--- src/rtl/pll_relock_supervisor.sv ---
// PLL relock supervisor: drives the resync sequencer reset, filters PLL lock, retries and faults.
// Optional IRQ output is built in when PLL_RELOCK_IRQ_EN is defined.
module pll_relock_supervisor #(
  parameter int SEQ_RESET_CYCLES = 16,
  parameter int FILTER_LEN       = 8,
  parameter int LOCK_TIMEOUT     = 1000,
  parameter int MAX_RETRIES      = 3
) (
  input  logic       FREF,
  input  logic       RESET_N,
  input  logic       PLL_LOCK,
  input  logic       RELOCK_REQ,
  output logic       SEQ_RESET_N,
  output logic       CLK_VALID,
  output logic       FAULT,
  output logic [7:0] RELOCK_COUNT,
`ifdef PLL_RELOCK_IRQ_EN
  output logic       IRQ,
`endif
  output logic [2:0] STATE_DBG
);

  localparam int RUN_W = $clog2(FILTER_LEN + 1);
  localparam int RET_W = (MAX_RETRIES < 1) ? 1 : $clog2(MAX_RETRIES + 1);
  localparam logic [15:0]      SEQ_LAST  = 16'(SEQ_RESET_CYCLES - 1);
  localparam logic [15:0]      TO_LAST   = 16'(LOCK_TIMEOUT - 1);
  localparam logic [RUN_W-1:0] FILT_LAST = RUN_W'(FILTER_LEN - 1);
  localparam logic [RET_W-1:0] RET_MAX   = RET_W'(MAX_RETRIES);

  typedef enum logic [2:0] {
    ST_SEQ_RST   = 3'd0,
    ST_WAIT_LOCK = 3'd1,
    ST_LOCKED    = 3'd2,
    ST_LOSS_FILT = 3'd3,
    ST_FAULT     = 3'd4
  } state_t;

  state_t           state_q, state_d;
  logic [15:0]      cnt_q, cnt_d;
  logic [RUN_W-1:0] run_q, run_d;
  logic [RET_W-1:0] retry_q, retry_d;
  logic             seq_d, valid_d, fault_d;
  logic [7:0]       count_d, count_inc;
  logic             relock_go;
  logic             sync1, lock_s;
`ifdef PLL_RELOCK_IRQ_EN
  logic             irq_d;
`endif

  assign STATE_DBG = state_q;

  always_ff @(posedge FREF or negedge RESET_N) begin
    if (!RESET_N) begin
      sync1  <= 1'b0;
      lock_s <= 1'b0;
    end else begin
      sync1  <= PLL_LOCK;
      lock_s <= sync1;
    end
  end

  assign count_inc = (RELOCK_COUNT == 8'hFF) ? 8'hFF : RELOCK_COUNT + 8'd1;

  always_comb begin
    state_d   = state_q;
    cnt_d     = cnt_q;
    run_d     = run_q;
    retry_d   = retry_q;
    seq_d     = SEQ_RESET_N;
    valid_d   = CLK_VALID;
    fault_d   = FAULT;
    count_d   = RELOCK_COUNT;
    relock_go = 1'b0;
`ifdef PLL_RELOCK_IRQ_EN
    irq_d     = 1'b0;
`endif
    case (state_q)
      ST_SEQ_RST: begin
        seq_d   = 1'b0;
        valid_d = 1'b0;
        if (cnt_q == SEQ_LAST) begin
          state_d = ST_WAIT_LOCK;
          cnt_d   = 16'd0;
          run_d   = '0;
          seq_d   = 1'b1;
        end else begin
          cnt_d = cnt_q + 16'd1;
        end
      end
      ST_WAIT_LOCK: begin
        // Lock qualification is checked first so it wins over a coincident timeout.
        if (lock_s && run_q == FILT_LAST) begin
          state_d = ST_LOCKED;
          valid_d = 1'b1;
          retry_d = '0;
          run_d   = '0;
        end else if (cnt_q == TO_LAST) begin
          cnt_d = 16'd0;
          run_d = '0;
          seq_d = 1'b0;
          if (retry_q < RET_MAX) begin
            retry_d = retry_q + 1'b1;
            state_d = ST_SEQ_RST;
          end else begin
            state_d = ST_FAULT;
            fault_d = 1'b1;
`ifdef PLL_RELOCK_IRQ_EN
            irq_d   = 1'b1;
`endif
          end
        end else begin
          cnt_d = cnt_q + 16'd1;
          run_d = lock_s ? run_q + 1'b1 : '0;
        end
      end
      ST_LOCKED: begin
        if (RELOCK_REQ) begin
          relock_go = 1'b1;
        end else if (!lock_s) begin
          if (FILTER_LEN == 1) begin
            relock_go = 1'b1;
`ifdef PLL_RELOCK_IRQ_EN
            irq_d     = 1'b1;
`endif
          end else begin
            state_d = ST_LOSS_FILT;
            run_d   = RUN_W'(1);
          end
        end
      end
      ST_LOSS_FILT: begin
        // A request coinciding with loss qualification is a single relock.
        if (RELOCK_REQ) begin
          relock_go = 1'b1;
        end else if (lock_s) begin
          state_d = ST_LOCKED;
          run_d   = '0;
        end else if (run_q == FILT_LAST) begin
          relock_go = 1'b1;
`ifdef PLL_RELOCK_IRQ_EN
          irq_d     = 1'b1;
`endif
        end else begin
          run_d = run_q + 1'b1;
        end
      end
      ST_FAULT: begin
        seq_d   = 1'b0;
        valid_d = 1'b0;
        fault_d = 1'b1;
        if (RELOCK_REQ) begin
          fault_d = 1'b0;
          retry_d = '0;
          cnt_d   = 16'd0;
          run_d   = '0;
          state_d = ST_SEQ_RST;
        end
      end
      default: begin
        state_d = ST_SEQ_RST;
        cnt_d   = 16'd0;
        run_d   = '0;
        seq_d   = 1'b0;
        valid_d = 1'b0;
      end
    endcase
    if (relock_go) begin
      state_d = ST_SEQ_RST;
      cnt_d   = 16'd0;
      run_d   = '0;
      seq_d   = 1'b0;
      valid_d = 1'b0;
      count_d = count_inc;
    end
  end

  always_ff @(posedge FREF or negedge RESET_N) begin
    if (!RESET_N) begin
      state_q      <= ST_SEQ_RST;
      cnt_q        <= 16'd0;
      run_q        <= '0;
      retry_q      <= '0;
      SEQ_RESET_N  <= 1'b0;
      CLK_VALID    <= 1'b0;
      FAULT        <= 1'b0;
      RELOCK_COUNT <= 8'd0;
    end else begin
      state_q      <= state_d;
      cnt_q        <= cnt_d;
      run_q        <= run_d;
      retry_q      <= retry_d;
      SEQ_RESET_N  <= seq_d;
      CLK_VALID    <= valid_d;
      FAULT        <= fault_d;
      RELOCK_COUNT <= count_d;
    end
  end

`ifdef PLL_RELOCK_IRQ_EN
  always_ff @(posedge FREF or negedge RESET_N) begin
    if (!RESET_N) IRQ <= 1'b0;
    else          IRQ <= irq_d;
  end
`endif

endmodule
--- config.mk ---
export PLATFORM = sky130hd
export DESIGN_NAME = pll_relock_supervisor
export DESIGN_NICKNAME = d
export VERILOG_FILES = /design/src/rtl/pll_relock_supervisor.sv
export SDC_FILE = /design/constraint.sdc
export NUM_CORES = 1
export LEC_CHECK = 0
export CAP_MARGIN = 20
export CORE_AREA = 3 3 75 77
export CTS_CLUSTER_SIZE = 12
export DETAILED_ROUTE_END_ITERATION = 12
export DIE_AREA = 0 0 78 80
export GPL_TIMING_DRIVEN = 0
export PLACE_DENSITY = 0.72
export SKIP_CTS_REPAIR_TIMING = 1
export SLEW_MARGIN = 10
export SYNTH_ARGS = -nofsm -noshare
export SYNTH_HDL_FRONTEND = slang
export SYNTH_SLANG_ARGS = --single-unit
--- constraint.sdc ---
create_clock -name FREF -period 3.1 [get_ports FREF]
set_input_delay 0.62 -clock FREF [delete_from_list [all_inputs] [get_ports FREF]]
set_output_delay 0.62 -clock FREF [all_outputs]
set_load 0.03 [all_outputs]
* After elaboration in Yosys (flattened, before gate mapping)
Cells that the tools add are included.
** Word-level totals
- Logic and storage cells :: 105
- Input bits :: 4
- Bits in registers :: 38
** Cells by class
- Equality and inequality tests :: 26
- Add/sub/neg operators :: 4
- Magnitude comparators :: 1
- Reductions and logical operators :: 11
- Multiplexer cells :: 53
** Operator list (count)
- $mux 16 :: 5
- $pmux 16 s4 :: 1
- $mux 4 :: 11
- $ne 3x3->1 const B :: 11
- $mux 3 :: 10
- $pmux 4 s5 :: 1
- $add 16x1->16 const B :: 1
- $eq 16x10->1 const B :: 1
- $eq 16x4->1 const B :: 1
- $pmux 3 s5 :: 1
- $mux 1 :: 14
- $add 8x1->8 const B :: 1
- $eq 8x8->1 const B :: 1
- $mux 2 :: 4
- $mux 8 :: 1
- $ne 2x2->1 const B :: 4
- $ne 4x4->1 const B :: 2
- $reduce_and 4->1 :: 2
- $reduce_and 7->1 :: 1
- $eq 3x2->1 const B :: 2
- $pmux 1 s2 :: 3
- $reduce_and 3->1 :: 2
- $reduce_and 6->1 :: 1
- $add 4x1->4 const B :: 1
- 13 further kinds :: 13

* Longest topological paths before layout
Gate-level depths: netlist (run 1).
- Depth in word-level cells :: 7
- Gate-level depth with buffers :: 8

* Worst setup path after synthesis (run 1)
OpenSTA, ideal clock, no wires.
- Path type :: register to register
- From :: register cnt_q[4]
- To :: register cnt_q[10]
- Cell stages (with the launch flop) :: 8
- Period minus slack after synthesis :: 2.230 ns
- Buffers on the path :: 2
- Data required time :: 2.974 ns
- Setup time :: 0.126 ns
- Setup slack :: 0.870 ns
- Data arrival time :: 2.104 ns
- Cells stage by stage :: dfrtp_1 > or4_4 > or4_4 > buf_6 > and2_4 > buf_6 > nor3_4 > a21oi_1
** Between the ends
- Longest elaborated chain between the ends :: 5
- Elaborated cells on any way between the ends :: 8
- Classes of those cells :: 1 x add/sub; 2 x eq/ne; 5 x mux
** Ends and longest elaborated chain
- from (decl) :: line 39 : logic [15:0] cnt_q, cnt_d;
- from (signal assigned) :: line 189 : cnt_q <= cnt_d;
- $add 16x1->16 / $eq 16x10->1 (equally long branches) :: line 87, 112, 97
- $mux 16 :: line 97 : end else if (cnt_q == TO_LAST) begin
- $mux 16 :: line 92 : if (lock_s && run_q == FILT_LAST) begin
- $pmux 16 s4 * :: line 77 : case (state_q)
- $mux 16 * :: line 167 : if (relock_go) begin
Every way passes the cells marked *; elsewhere a longest branch is shown, timed or not. The select of a mux whose other input is x is not followed.
A chain may end at the register's enable or synchronous reset.

* Final worst setup path (run 1)
- From :: register cnt_q[8]
- To :: register cnt_q[7]
** Between the ends
- Longest elaborated chain between the ends :: 5
- Elaborated cells on any way between the ends :: 7
- Classes of those cells :: 2 x eq/ne; 5 x mux
** Ends and longest elaborated chain (line)
- $eq 16x10->1 :: 97
- $mux 16 :: 97
- $mux 16 :: 92
- $pmux 16 s4 * :: 77
- $mux 16 * :: 167
Marked as above.

==> qor.yml, run 1 <==
clocking:
  clk-insertion-delay-late_ns: 0.29
  clkTransAtPathRegs_ns: 0.08
  cts_buffer_depth: 2
  cts_max_level: 2
  numCtsBuffers: 5
  cts-root-buf: "clkbuf_8"
  numClockSinks: 38
  cts_tree: "done"
layout:
  final_cells: 334
  layout_common_cells: "38 x dfrtp_1, 20 x nand2_1, 19 x a21oi_1, 15 x clkdlybuf4s50_1, 14 x o21ai_0"
  diodes: 0
  syn2layout_area_growth_pct: 16.6
  nets: 271
  layout_commonest_cell: "dfrtp_1"
  nFillCells: 510
  fin_util_pct: 50.7
  drive_gt1_share_pct: 9.85
critical_path:
  crit_path_end_kind: "flip-flop"
  required_ns: 3.24
  crit_type: "flip-flop to flip-flop"
  crit_fanout: 10
  cp-start-kind: "flip-flop"
  cp.arrival_ns: 2.66
timing:
  finalCritPeriodShare_pct: 81.4
  slew_violations: 0
  post-route-min-period_ns: 2.52
  rsz0062_at_grt: "no"
  max-slew-margin-rel_pct: 57.4
  hold_viol_final: 0
  fmax_mhz: 396
  worstMarginPinSlew_ns: 0.633
  fin_hold_ws_ns: 0.285
  fin_skew_ns: 0.00906
  setup_tns_ns: 0
  setup_viol: 0
routing:
  route.antenna.remaining_nets: 0
  wl_per_cell_um: 15.3
  wirelength_um: 5110
  vias_per_cell: 5.96
  vias: 1989
  drc: 0
  dr.pass1.iters: 4
  initialDrtViolationCount: 102
yosys:
  synth_seq_area_share_pct: 43.1
  synth_cells: 239
  synth_top_area_share_pct: 43.1
  syn_area_um2: 2210
  synth.distinct_cells: 56
  synth_seq_cells: 38
  ys_warn_count: 0
  synth_edf_count: 0
  synth_area_leaders: "dfrtp_1 43%, a21oi_1 4.3%, nand2_1 3.4%"
  ys.flop_type: "dfrtp_1"
  syn_nets: 247
  synth_top_area_cell: "dfrtp_1"
  avgSynthCellArea_um2: 9.23
  async_flop_share_pct: 100
placement:
  place_inst: 326
  hpwl_um: 3730
  io_buffer_count: 16
  gp_congestion: 0.845
floorplanning:
  die_w_um: 78
  initial_utilization_pct: 43.5
  core-area_um2: 5070
  ios: 18
  fp-row-count: 26
  chipHeight_um: 80
  die-area_um2: 6240
grt:
  grt_first_pass_wirelength_um: 8750
  antenna_found_initial: 0
  first_global_vias: 1841
  grt_usage_pct: 17.4
  overflow: 0
  grt_start_max_net_pins: 21
hold_path:
  hold_path.class: "input pin to async pin"
power_and_ir_drop:
  power_density_nw_per_um2: 907
  leakage_nw: 1.07
  peakVddDrop_mv: 0.427
flow_run:
  cap_viol_max_count: 0
status:
  status: "finished, final reports clean"
-- layout make-up --
type	count	area (µm²)	share of cell area, %
clock buffer	6	82.6	3.21
timing repair buffer	17	183	7.10
multi-input combinational	181	1160	45.1
tap	70	87.6	3.40
inverter	6	22.5	0.875
buffer	14	72.6	2.82
clock inverter	2	12.5	0.486
sequential	38	951	37.0
-- report_power, final --
group | switching [W] | total [W] | internal, W
combinational | 0.000736 | 0.00124 | 0.000503
sequential | 0.000125 | 0.000737 | 0.000612
clock | 0.000178 | 0.000357 | 0.000179
-- cell usage after synthesis (2+ instances only) --
library cell	count
a211o_1	4
a211oi_1	2
a21oi_1	19
a221oi_1	3
a22o_1	4
a22oi_1	4
a2bb2oi_1	2
a31oi_1	6
and2_1	2
and3_1	6
and4_1	2
buf_1	2
buf_6	2
clkbuf_1	8
dfrtp_1	38
ha_1	4
inv_1	6
mux2_2	2
nand2_1	20
nand2b_1	4
nand3_1	8
nand4_1	5
nand4b_1	2
nor2_1	12
nor2b_1	2
nor3_1	6
nor3b_1	2
nor4_1	2
o21ai_0	14
o21ai_1	3
o22a_1	2
o22ai_1	10
or3_1	4
or4_4	2
xnor2_1	4
-- critical path: stages (launching register included) --
cell and delay, ns:
dfrtp_1 0.45, or4b_2 0.69, nor4_2 0.47, nor2_1 0.17, clkbuf_1 0.28, o211ai_1 0.24
a22oi_1 0.08
-- routing by layer --
metal / track usage [%] / vias up / part of all wire, %
met1: 22.4 / 976 / 46
met4: 5.77 / 0 / 0.65
li1: - / 959 / -
met3: 4.63 / 4 / 3.9
met5: 0 / - / 0
met2: 28.4 / 50 / 49
-- worst paths after layout --
path | start | end | slack, ns | cells after the start
setup reg to reg | cnt_q[8] | cnt_q[7] | 0.58 | 6
hold / removal | RESET_N | RELOCK_COUNT[3] | 0.29 | 1
min in group FREF | sync1 | lock_s | 0.36 | 0
hold reg to reg | sync1 | lock_s | 0.36 | 0
setup / recovery | cnt_q[8] | cnt_q[7] | 0.58 | 6
max in group asynchronous | RESET_N | retry_q[1] | 2.34 | 2
-- registers in the layout, summed over array words and instances, names as in the netlist --
name	cells
sync1	1
cnt_q	16
run_q	4
FAULT	1
SEQ_RESET_N	1
CLK_VALID	1
STATE_DBG	3
lock_s	1
retry_q	2
RELOCK_COUNT	8
-- per-stage QoR --
stage	total power (W)	worst slack, ns	instance area, µm²
after floorplan	0.00162	0.870	2210
after global placement	0.00194	0.472	2450
after detailed placement	0.00198	0.615	2480
after CTS	0.00234	0.584	2570
after global routing	0.00250	0.312	2570
final	0.00233	0.576	2570
-- logic make-up (layout without fill, tap and decap cells) --
group / count (synthesis) / in the layout / share of synthesized area [%]
buf+inv: 20 / 45 / 4.31
simple gates: 89 / 89 / 23.6
fa+ha+maj: 4 / 4 / 2.27
flops: 38 / 38 / 43.1
mux: 3 / 3 / 1.47
xor+xnor: 4 / 4 / 1.59
compound gates: 81 / 81 / 23.7
Note: power is estimated with default switching activity, not from simulation.
==> run 2: changes to the inputs <==
PLACE_DENSITY = 0.75   (was 0.72)
clock period = 2.2 ns   (was 3.1 ns; I/O delays follow)
==> run 2 against run 1 <==
Net effect: largest cell class unchanged; clock power rose by 65%; critical path depth did not move; non-clock buffer count rose by 6; first-iteration DRC count rose by 63%; flip-flop and latch count did not move; clock skew rose by 0.0013 ns; hold slack got worse by 0.26 ns; critical path type unchanged; setup slack got worse by 0.56 ns; sequential share of layout area fell by 2.5 points; combinational power rose by 70%.
==> qor.yml, run 2 (synthesized netlist as in run 1, its figures left out) <==
status:
  status: "finished, final reports clean"
routing:
  drc: 0  # unchanged
  wl_per_cell_um: 16.3  # +6.4%
  dr.pass1.iters: 4  # unchanged
  vias_per_cell: 5.94  # -0.33%
  route.antenna.remaining_nets: 0  # unchanged
  wirelength_um: 5530  # +8.3%
  initialDrtViolationCount: 166  # +63%
  vias: 2018  # +1.5%
layout:
  nFillCells: 467  # -8.4%
  nets: 277  # +2.2%
  drive_gt1_share_pct: 21.1  # +11 points
  syn2layout_area_growth_pct: 25.6
  largest_reg_flops: 16  # unchanged
  largest_register: "cnt_q"
  top_regs: "cnt_q: 16 flops, RELOCK_COUNT: 8 flops, run_q: 4 flops"
  layout_common_cells: "35 x dfrtp_1, 20 x nand2_1, 17 x a21oi_1, 15 x clkdlybuf4s50_1, 11 x buf_4"
  final_area_um2: 2770  # +7.7%
  diodes: 0  # unchanged
  layout_commonest_cell: "dfrtp_1"
critical_path:
  cp.arrival_ns: 2.35  # -0.31 ns
  critPathMostFrequentCell: "or4_4"
  required_ns: 2.36  # -0.88 ns
  cp-start-kind: "flip-flop"
  cp_cell_sequence: "or4_4, or4_4, and2_4, buf_12, o22ai_1, a221oi_2"
  crit_fanout: 10  # unchanged
  crit_path_end_kind: "flip-flop"
  slowest_stage: "or4_4"
  slowest_delay_ns: 0.53  # -0.16 ns
  crit_type: "flip-flop to flip-flop"
floorplanning:
  die_w_um: 78  # unchanged
  initial_utilization_pct: 43.5  # unchanged
  chipHeight_um: 80  # unchanged
  die-area_um2: 6240  # unchanged
  fp-row-count: 26  # unchanged
  ios: 18  # unchanged
  core-area_um2: 5070  # unchanged
grt:
  first_global_vias: 1915  # +4.0%
  grt_start_max_net_pins: 27  # +29%
  grt_first_pass_wirelength_um: 8810  # +0.71%
  overflow: 0  # unchanged
  antenna_found_initial: 0  # unchanged
  grt_usage_pct: 17.4  # about the same
clocking:
  clkTransAtPathRegs_ns: 0.08  # about the same
  clk-insertion-delay-late_ns: 0.29  # about the same
  cts_buffer_depth: 2  # unchanged
  cts_max_level: 2  # unchanged
  numCtsBuffers: 5  # unchanged
  cts_tree: "done"
  cts-root-buf: "clkbuf_8"
  numClockSinks: 38  # unchanged
timing:
  setup_viol: 0  # unchanged
  slew_violations: 0  # unchanged
  fin_skew_ns: 0.0103  # +0.00126 ns
  post-route-min-period_ns: 2.18  # -0.343 ns
  finalCritPeriodShare_pct: 99.2  # +18 points
  fmax_mhz: 458  # +16%
  fin_hold_ws_ns: 0.0224  # -0.263 ns
  hold_viol_final: 0  # unchanged
  rsz0062_at_grt: "yes"
  max-slew-margin-rel_pct: 65.5  # +8.0 points
  worstMarginPinSlew_ns: 0.514  # -0.119 ns
power_and_ir_drop:
  leakage_nw: 1.15  # +7.7%
  power_density_nw_per_um2: 1350  # +49%
  peakVddDrop_mv: 0.822  # +93%
placement:
  io_buffer_count: 16  # unchanged
  gp_congestion: 0.839  # -0.69%
  hpwl_um: 3650  # -2.0%
  placed_area_um2: 2470  # -0.30%
flow_run:
  cap_viol_max_count: 0  # unchanged
hold_path:
  hold_path.class: "input pin to async pin"
[run 2: cell types whose count changed in the layout (fill, tap and decap cells not counted), sizes merged]
cell and change:
clkbuf -3, buf +8, bufinv +1, clkinvlp -1
clkinv +1
[run 2: per-stage QoR]
step	instances	util, %	TNS [ns]	total power [W]	worst slack, ns
after floorplan	239	-	0	0.00227	0.00769
after global placement	325	48.4	-10.33	0.00271	-0.213
after detailed placement	326	48.7	-3.72	0.00275	-0.261
after CTS	334	50.8	-4.40	0.00335	-0.293
after global routing	340	54.6	-0.178	0.00400	-0.0317
final	340	54.6	0	0.00375	0.0185
[run 2: final timing paths]
check / cells past startpoint / from / slack, ns / endpoint
worst max-delay path: 6 / cnt_q[13] / 0.02 / cnt_q[5]
worst min-delay path: 1 / RESET_N / 0.02 / RELOCK_COUNT[0]
worst max register to register: 6 / cnt_q[13] / 0.02 / cnt_q[5]
worst min register to register: 0 / sync1 / 0.36 / lock_s
max in group asynchronous: 2 / RESET_N / 1.72 / cnt_q[10]
min in group FREF: 0 / sync1 / 0.36 / lock_s
[run 2: worst max-delay path, delay by kind of cell, from the launching register on]
kind,cells,cell delay [ns]
AO/OA/AOI/OAI,2,0.26
buffers and inverters,1,0.14
flip-flops,1,0.41
AND/OR/NAND/NOR,3,1.25
[run 2: layer usage]
layer | global-route usage, % | share of wire (%) | vias to the layer above
li1 | - | - | 964
met1 | 23.1 | 46 | 1007
met2 | 28.8 | 50 | 42
met3 | 3.27 | 3.5 | 5
met4 | 5.42 | 0.56 | 0
met5 | 0 | 0 | -
[run 2: where the power goes]
part | total [W] | switching (W) | internal [W] | leakage (nW)
Combinational | 0.00211 | 0.00116 | 0.000950 | 0.605
Clock | 0.000590 | 0.000256 | 0.000334 | 0.0579
Sequential | 0.00104 | 0.000183 | 0.000862 | 0.486
[run 2: final cells by class]
cell class,count,area [µm²],share of cell area [%]
Inverter,6,22.5,0.813
Multi-Input combinational cell,181,1280,46.0
Clock buffer,5,68.8,2.48
Sequential cell,38,955,34.4
Tap cell,70,87.6,3.16
Buffer,10,71.3,2.57
Timing Repair Buffer,27,250,9.03
Clock inverter,3,40.0,1.44
